### src/rtl/countdown_ctrl_if.sv
// Key-pulse input and display/status outputs of the countdown timer controller.
// The master modport is the key/display side; the slave modport is countdown_ctrl.
interface countdown_ctrl_if;
    logic [3:0] key_pulse;
    logic [6:0] min_out;
    logic [5:0] sec_out;
    logic [1:0] state_out;
    logic       done_pulse;
    logic       alarm;

    modport master (
        output key_pulse,
        input  min_out,
        input  sec_out,
        input  state_out,
        input  done_pulse,
        input  alarm
    );

    modport slave (
        input  key_pulse,
        output min_out,
        output sec_out,
        output state_out,
        output done_pulse,
        output alarm
    );
endinterface

### src/rtl/countdown_ctrl.sv
// mm:ss countdown controller driven by debounced key pulses, with its own 1 Hz prescaler.
// Optional macro COUNTDOWN_AUTO_RELOAD_EN restores the last started preset on clear/done exit.
module countdown_ctrl #(
    parameter int unsigned TICK_DIV = 10_000_000,
    parameter int unsigned MIN_MAX  = 99
) (
    input  logic             clk,
    input  logic             rst,
    countdown_ctrl_if.slave  bus
);

    localparam int unsigned PS_W  = (TICK_DIV > 2) ? $clog2(TICK_DIV) : 1;
    localparam int unsigned MIN_W = 7;
    localparam int unsigned SEC_W = 6;

    localparam logic [PS_W-1:0]  PS_LAST  = PS_W'(TICK_DIV - 1);
    localparam logic [MIN_W-1:0] MIN_TOP  = MIN_W'(MIN_MAX);
    localparam logic [SEC_W-1:0] SEC_TOP  = SEC_W'(59);

    typedef enum logic [1:0] {
        ST_IDLE  = 2'd0,
        ST_RUN   = 2'd1,
        ST_PAUSE = 2'd2,
        ST_DONE  = 2'd3
    } state_t;

    state_t             r_state;
    state_t             w_state_nxt;
    logic [MIN_W-1:0]   r_min;
    logic [MIN_W-1:0]   w_min_nxt;
    logic [SEC_W-1:0]   r_sec;
    logic [SEC_W-1:0]   w_sec_nxt;
    logic [PS_W-1:0]    r_ps;
    logic [PS_W-1:0]    w_ps_nxt;
    logic               r_done_pulse;
    logic               w_done_nxt;
    logic               r_alarm;
    logic               w_alarm_nxt;

    logic               w_key_start;
    logic               w_key_clear;
    logic               w_key_min;
    logic               w_key_sec;
    logic               w_any_key;
    logic               w_tick;
    logic               w_time_zero;
    logic [MIN_W-1:0]   w_dec_min;
    logic [SEC_W-1:0]   w_dec_sec;
    logic               w_dec_zero;
    logic [MIN_W-1:0]   w_reload_min;
    logic [SEC_W-1:0]   w_reload_sec;

    assign w_key_start = bus.key_pulse[0];
    assign w_key_clear = bus.key_pulse[1];
    assign w_key_min   = bus.key_pulse[2];
    assign w_key_sec   = bus.key_pulse[3];
    assign w_any_key   = |bus.key_pulse;

    assign w_tick      = (r_state == ST_RUN) && (r_ps == PS_LAST);
    assign w_time_zero = (r_min == '0) && (r_sec == '0);

    // One-second decrement with borrow from minutes when seconds are exhausted.
    always_comb begin
        w_dec_min  = r_min;
        w_dec_sec  = r_sec;
        if (r_sec != '0) begin
            w_dec_sec = r_sec - SEC_W'(1);
        end else begin
            w_dec_min = r_min - MIN_W'(1);
            w_dec_sec = SEC_TOP;
        end
        w_dec_zero = (w_dec_min == '0) && (w_dec_sec == '0);
    end

`ifdef COUNTDOWN_AUTO_RELOAD_EN
    logic [MIN_W-1:0] r_pre_min;
    logic [SEC_W-1:0] r_pre_sec;

    // Preset is captured on every IDLE->RUN start.
    always_ff @(posedge clk or posedge rst) begin
        if (rst) begin
            r_pre_min <= '0;
            r_pre_sec <= '0;
        end else if ((r_state == ST_IDLE) && (w_state_nxt == ST_RUN)) begin
            r_pre_min <= r_min;
            r_pre_sec <= r_sec;
        end
    end

    assign w_reload_min = r_pre_min;
    assign w_reload_sec = r_pre_sec;
`else
    assign w_reload_min = '0;
    assign w_reload_sec = '0;
`endif

    always_ff @(posedge clk or posedge rst) begin
        if (rst) begin
            r_state      <= ST_IDLE;
            r_min        <= '0;
            r_sec        <= '0;
            r_ps         <= '0;
            r_done_pulse <= 1'b0;
            r_alarm      <= 1'b0;
        end else begin
            r_state      <= w_state_nxt;
            r_min        <= w_min_nxt;
            r_sec        <= w_sec_nxt;
            r_ps         <= w_ps_nxt;
            r_done_pulse <= w_done_nxt;
            r_alarm      <= w_alarm_nxt;
        end
    end

    // Next-state and next-time logic; key priority is clear > start > add.
    always_comb begin
        w_state_nxt = r_state;
        w_min_nxt   = r_min;
        w_sec_nxt   = r_sec;
        w_ps_nxt    = r_ps;

        case (r_state)
            ST_IDLE: begin
                if (w_key_clear) begin
                    w_min_nxt = '0;
                    w_sec_nxt = '0;
                end else if (w_key_start) begin
                    if (!w_time_zero) begin
                        w_state_nxt = ST_RUN;
                        w_ps_nxt    = '0;
                    end
                end else begin
                    if (w_key_min) begin
                        w_min_nxt = (r_min == MIN_TOP) ? '0 : r_min + MIN_W'(1);
                    end
                    if (w_key_sec) begin
                        w_sec_nxt = (r_sec == SEC_TOP) ? '0 : r_sec + SEC_W'(1);
                    end
                end
            end

            ST_RUN: begin
                if (w_key_clear) begin
                    w_state_nxt = ST_IDLE;
                    w_min_nxt   = w_reload_min;
                    w_sec_nxt   = w_reload_sec;
                end else if (w_key_start) begin
                    // Pausing freezes the prescaler, even on a tick cycle.
                    w_state_nxt = ST_PAUSE;
                end else if (w_tick) begin
                    w_ps_nxt  = '0;
                    w_min_nxt = w_dec_min;
                    w_sec_nxt = w_dec_sec;
                    if (w_dec_zero) begin
                        w_state_nxt = ST_DONE;
                    end
                end else begin
                    w_ps_nxt = r_ps + PS_W'(1);
                end
            end

            ST_PAUSE: begin
                if (w_key_clear) begin
                    w_state_nxt = ST_IDLE;
                    w_min_nxt   = w_reload_min;
                    w_sec_nxt   = w_reload_sec;
                end else if (w_key_start) begin
                    w_state_nxt = ST_RUN;
                end
            end

            ST_DONE: begin
                if (w_any_key) begin
                    w_state_nxt = ST_IDLE;
                    w_min_nxt   = w_reload_min;
                    w_sec_nxt   = w_reload_sec;
                end
            end

            default: begin
                w_state_nxt = ST_IDLE;
                w_min_nxt   = '0;
                w_sec_nxt   = '0;
                w_ps_nxt    = '0;
            end
        endcase
    end

    assign w_done_nxt  = (w_state_nxt == ST_DONE) && (r_state != ST_DONE);
    assign w_alarm_nxt = (w_state_nxt == ST_DONE);

    assign bus.min_out    = r_min;
    assign bus.sec_out    = r_sec;
    assign bus.state_out  = r_state;
    assign bus.done_pulse = r_done_pulse;
    assign bus.alarm      = r_alarm;

endmodule

### src/flat_wrapper.sv
// flat-port wrapper written by rule: the top's interface ports become plain ports
module countdown_ctrl_flat 
#(
    parameter int unsigned TICK_DIV = 10_000_000,
    parameter int unsigned MIN_MAX  = 99
)
  (clk, rst, bus_key_pulse, bus_min_out, bus_sec_out, bus_state_out, bus_done_pulse, bus_alarm);
  countdown_ctrl_if bus_i ();
  input  logic clk;
  input  logic rst;
  input wire logic [$bits(bus_i.key_pulse)-1:0] bus_key_pulse;
  output wire logic [$bits(bus_i.min_out)-1:0] bus_min_out;
  output wire logic [$bits(bus_i.sec_out)-1:0] bus_sec_out;
  output wire logic [$bits(bus_i.state_out)-1:0] bus_state_out;
  output wire logic [$bits(bus_i.done_pulse)-1:0] bus_done_pulse;
  output wire logic [$bits(bus_i.alarm)-1:0] bus_alarm;
  assign bus_i.key_pulse = bus_key_pulse;
  assign bus_min_out = bus_i.min_out;
  assign bus_sec_out = bus_i.sec_out;
  assign bus_state_out = bus_i.state_out;
  assign bus_done_pulse = bus_i.done_pulse;
  assign bus_alarm = bus_i.alarm;
  countdown_ctrl #(.TICK_DIV(TICK_DIV), .MIN_MAX(MIN_MAX)) u_core (.clk(clk), .rst(rst), .bus(bus_i));
endmodule
### config.mk
export PLATFORM = sky130hd
export DESIGN_NAME = countdown_ctrl_flat
export DESIGN_NICKNAME = d
export VERILOG_FILES = /design/src/rtl/countdown_ctrl_if.sv /design/src/rtl/countdown_ctrl.sv /design/src/flat_wrapper.sv
export SDC_FILE = /design/constraint.sdc
export NUM_CORES = 1
export LEC_CHECK = 0
export ABC_AREA = 1
export BUFFER_PORTS_ARGS = -buffer_cell sky130_fd_sc_hd__buf_4
export CAP_MARGIN = 5
export CORE_ASPECT_RATIO = 0.8
export CORE_MARGIN = 5
export CORE_UTILIZATION = 38
export DETAILED_ROUTE_END_ITERATION = 8
export PLACE_DENSITY = 0.58
export SLEW_MARGIN = 0
export SYNTH_ARGS = -nofsm -noshare
export SYNTH_HDL_FRONTEND = slang
export SYNTH_SLANG_ARGS = --single-unit
### constraint.sdc
create_clock -name clk -period 2.4 [get_ports clk]
set_input_delay 0.36 -clock clk [delete_from_list [all_inputs] [get_ports clk]]
set_output_delay 0.36 -clock clk [all_outputs]
set_load 0.005 [all_outputs]
==> flow_summary_export.csv <==
group,metric,value,unit
worst_setup_path,crit_path_max_fanout,25,
global_routing,grt_pass1_vias,2650,
logic_synthesis,synthTopCellsByArea,"dfrtp_1, nand2_1, inv_1",
global_routing,grt_use_total,0.164,
placement,dpl.hpwl,6.05,mm
timing,finalCritPeriodShare,0.900,
detailed_routing,drt_pass1_iterations,5,
timing,finalWorstSetupSlack,241,ps
placement,pre_cts_slack,125,ps
pwr,peakVddDrop,300,uV
detailed_routing,finalWirelength,7.97,mm
min_path,worstHoldPathType,"in2async",
logic_synthesis,synth_top_area_frac,0.339,
worst_setup_path,startpoint,"u_core.bus.sec_out[0]",
layout,stdcell_count,577,
timing,setup_violations,0,
clock_network,cts_hold_buf,0,
clock_network,htreeDepth,2,
detailed_routing,via_per_inst,5.13,
placement,place_inst,569,
floorplanning,die_y,89.8,um
worst_setup_path,start_kind,"register",
floorplanning,core,7840,um2
timing,period_minus_slack,2160,ps
timing,tns,0,ps
clock_network,cts_inserted_buffers,5,
detailed_routing,num_vias,2958,
job,maxCapViolCount,0,
detailed_routing,drc,0,
clock_network,cts_sinks,41,
timing,fmax,0.463,GHz
detailed_routing,ant_nets,0,
timing,hold_viol_final,0,
floorplanning,rows,29,
floorplanning,initial_utilization,0.386,
floorplanning,die_x,110,um
timing,drv_slew,0,
logic_synthesis,synthAdderAreaFrac,0.0331,
worst_setup_path,cp.arrival,2370,ps
layout,design_area,3440,um2
layout,layout_commonest_cell,"nand2_1",
layout,final_net_count,482,
timing,rsz0062_at_grt,"no",
placement,placed_area,3320,um2
timing,max-slew-margin-rel,0.549,
pwr,p_leak,1.64,nW
global_routing,antenna_found_initial,0,
detailed_routing,post_drt_wl_per_cell,13.8,um
clock_network,cts_tree,"yes",
clock_network,root_buffer,"clkbuf_8",
pwr,pwr_density_cell,948,nW/um2
clock_network,cts.reportedPaths.clkPinSlew,80,ps
logic_synthesis,seq_area_frac_synth,0.339,
logic_synthesis,synth_top_family_by_area,"simple AND/OR/NAND/NOR gates",
timing,finalClockSkew,4.82,ps
global_routing,grt_remaining_overflow,0,
logic_synthesis,yosys.area_share.simple,0.356,
logic_synthesis,synth-seq-cells,41,
logic_synthesis,synth_compound_area_frac,0.125,
logic_synthesis,synth_top_area_cell,"dfrtp_1",
layout,antenna_cells,0,
placement,place_congestion,0.913,
logic_synthesis,synth-xor-area-share,0.0464,
worst_setup_path,r2r-start,"u_core.bus.sec_out[0]",
floorplanning,die_area,9850,um2
logic_synthesis,synthDistinctLibCells,39,
worst_setup_path,required,2610,ps
clock_network,clock_path_buffers,2,
global_routing,grt_pass1_wl,13.2,mm
run_status,status,"completed",
pwr,total_power,3.27,mW
logic_synthesis,syn_avg_cell_area,6.89,um2
logic_synthesis,netlist_area,3020,um2
logic_synthesis,synthCells,439,
worst_setup_path,crit_type,"reg2reg",
layout,drive_gt1_frac,0.124,
layout,layout_common_cells,"nand2_1, inv_1, nor2_1, dfrtp_1, o21ai_0",
logic_synthesis,synthesis.nets,453,
logic_synthesis,yosysWarnings,0,
timing,worst_pin_slew,671,ps
worst_setup_path,reg2reg_setup_slack,240,ps
floorplanning,io_pins,23,
detailed_routing,drtIter0Drc,244,
global_routing,grt_max_degree,42,
clock_network,clk_latency,290,ps
logic_synthesis,muxShareOfSynthArea,0,
worst_setup_path,end_kind,"register",
layout,syn2layout_area_growth,13.9,%
placement,portBuffers,22,
==> metal layers <==
metal,GRT usage,vias up,wire [um]
met2,0.220,108,3250
met1,0.267,1362,4150
met4,0.0395,0,41
met5,0,-,0
met3,0.0279,2,526
li1,-,1486,-
==> sequential cells by signal (all words and copies together) (netlist names) <==
name and flops:
u_core.bus.sec_out 6, u_core.bus.done_pulse 1, u_core.bus.min_out 7, u_core.bus.state_out 2, u_core.bus.alarm 1, u_core.r_ps 24
==> worst paths after layout <==
| path | to | cells past startpoint |
|---|---|---|
| setup / recovery | u_core.r_ps[14] | 11 |
| hold / removal | u_core.r_ps[19] | 3 |
| setup reg to reg | u_core.r_ps[14] | 11 |
| hold reg to reg | u_core.r_ps[1] | 2 |
| max in group asynchronous | u_core.bus.sec_out[0] | 3 |
| min in group clk | u_core.bus.state_out[1] | 4 |
==> report_power, final <==
group	internal (mW)	switching [mW]	total (mW)
registers	0.802	0.152	0.955
clock network	0.340	0.247	0.587
logic	0.628	1.10	1.72
total	1.77	1.50	3.27
==> worst max-delay path, stage by stage, from the launching register on <==
cell and delay [ps]:
dfrtp_2 420, inv_1 120, ha_1 260, nand3_4 140
clkinv_2 170, nand3_2 100, o21ai_2 60, nand2_2 90
buf_6 210, nand3_1 140, o21ai_0 170, a21boi_0 190
==> per-stage QoR <==
| stage | utilization | hold WS (ps) |
|---|---|---|
| 2_1_floorplan | - | 461 |
| 3_3_place_gp | 0.424 | 500 |
| 3_5_place_dp | 0.424 | 506 |
| 4_1_cts | 0.439 | 219 |
| 5_1_grt | 0.439 | 238 |
| 6_report | 0.439 | 193 |
==> what timing repair did <==
action / in CTS / in global routing
resized for setup: 0 / 2
setup buffers: 0 / 0
endpoints found under the setup margin: 0 / 2
endpoints found under the hold margin: 0 / 0
==> Yosys cell counts <==
library cell  number
o2111ai_1          1
nand3_2            1
clkbuf_1           1
inv_2              1
inv_1             57
nand3_4            1
a22oi_1            1
o22ai_1            2
buf_6              3
nand4_1           16
a21boi_0           1
nor3_2             1
a31oi_1            2
a21oi_2            1
o31ai_1            4
nand2_2            3
o21a_1             2
nor3_1            12
or2_1              1
o211a_1            2
nand3b_1           3
clkinv_2           2
o21ai_1            3
nor2_2             4
xor2_1            13
nor2_4             3
buf_2              3
nor2_1            50
a21oi_1           11
ha_1               8
buf_4              3
nor4_1             5
xnor2_1            3
nand2_1          111
dfrtp_1           41
o211ai_1           1
nand3_1           27
o21ai_0           34
o21ai_2            1
==> logic make-up (layout without fill, tap and decap cells) <==
family          after synthesis  in the layout
xor+xnor                     16             16
fa+ha+maj                     8              8
simple gates                238            238
flops                        41             41
compound gates               66             66
buf+inv                      70            100
==> final cells by class <==
class                   count  area, um2
repair buffers             32        244
inverters                  60        228
clock inverters             1       30.0
multi-input cells         328       1690
well taps                 108        135
clock buffers               7       86.3
flip-flops and latches     41       1030
fillers                   838       4390
Power figures use the tool's default switching activity.
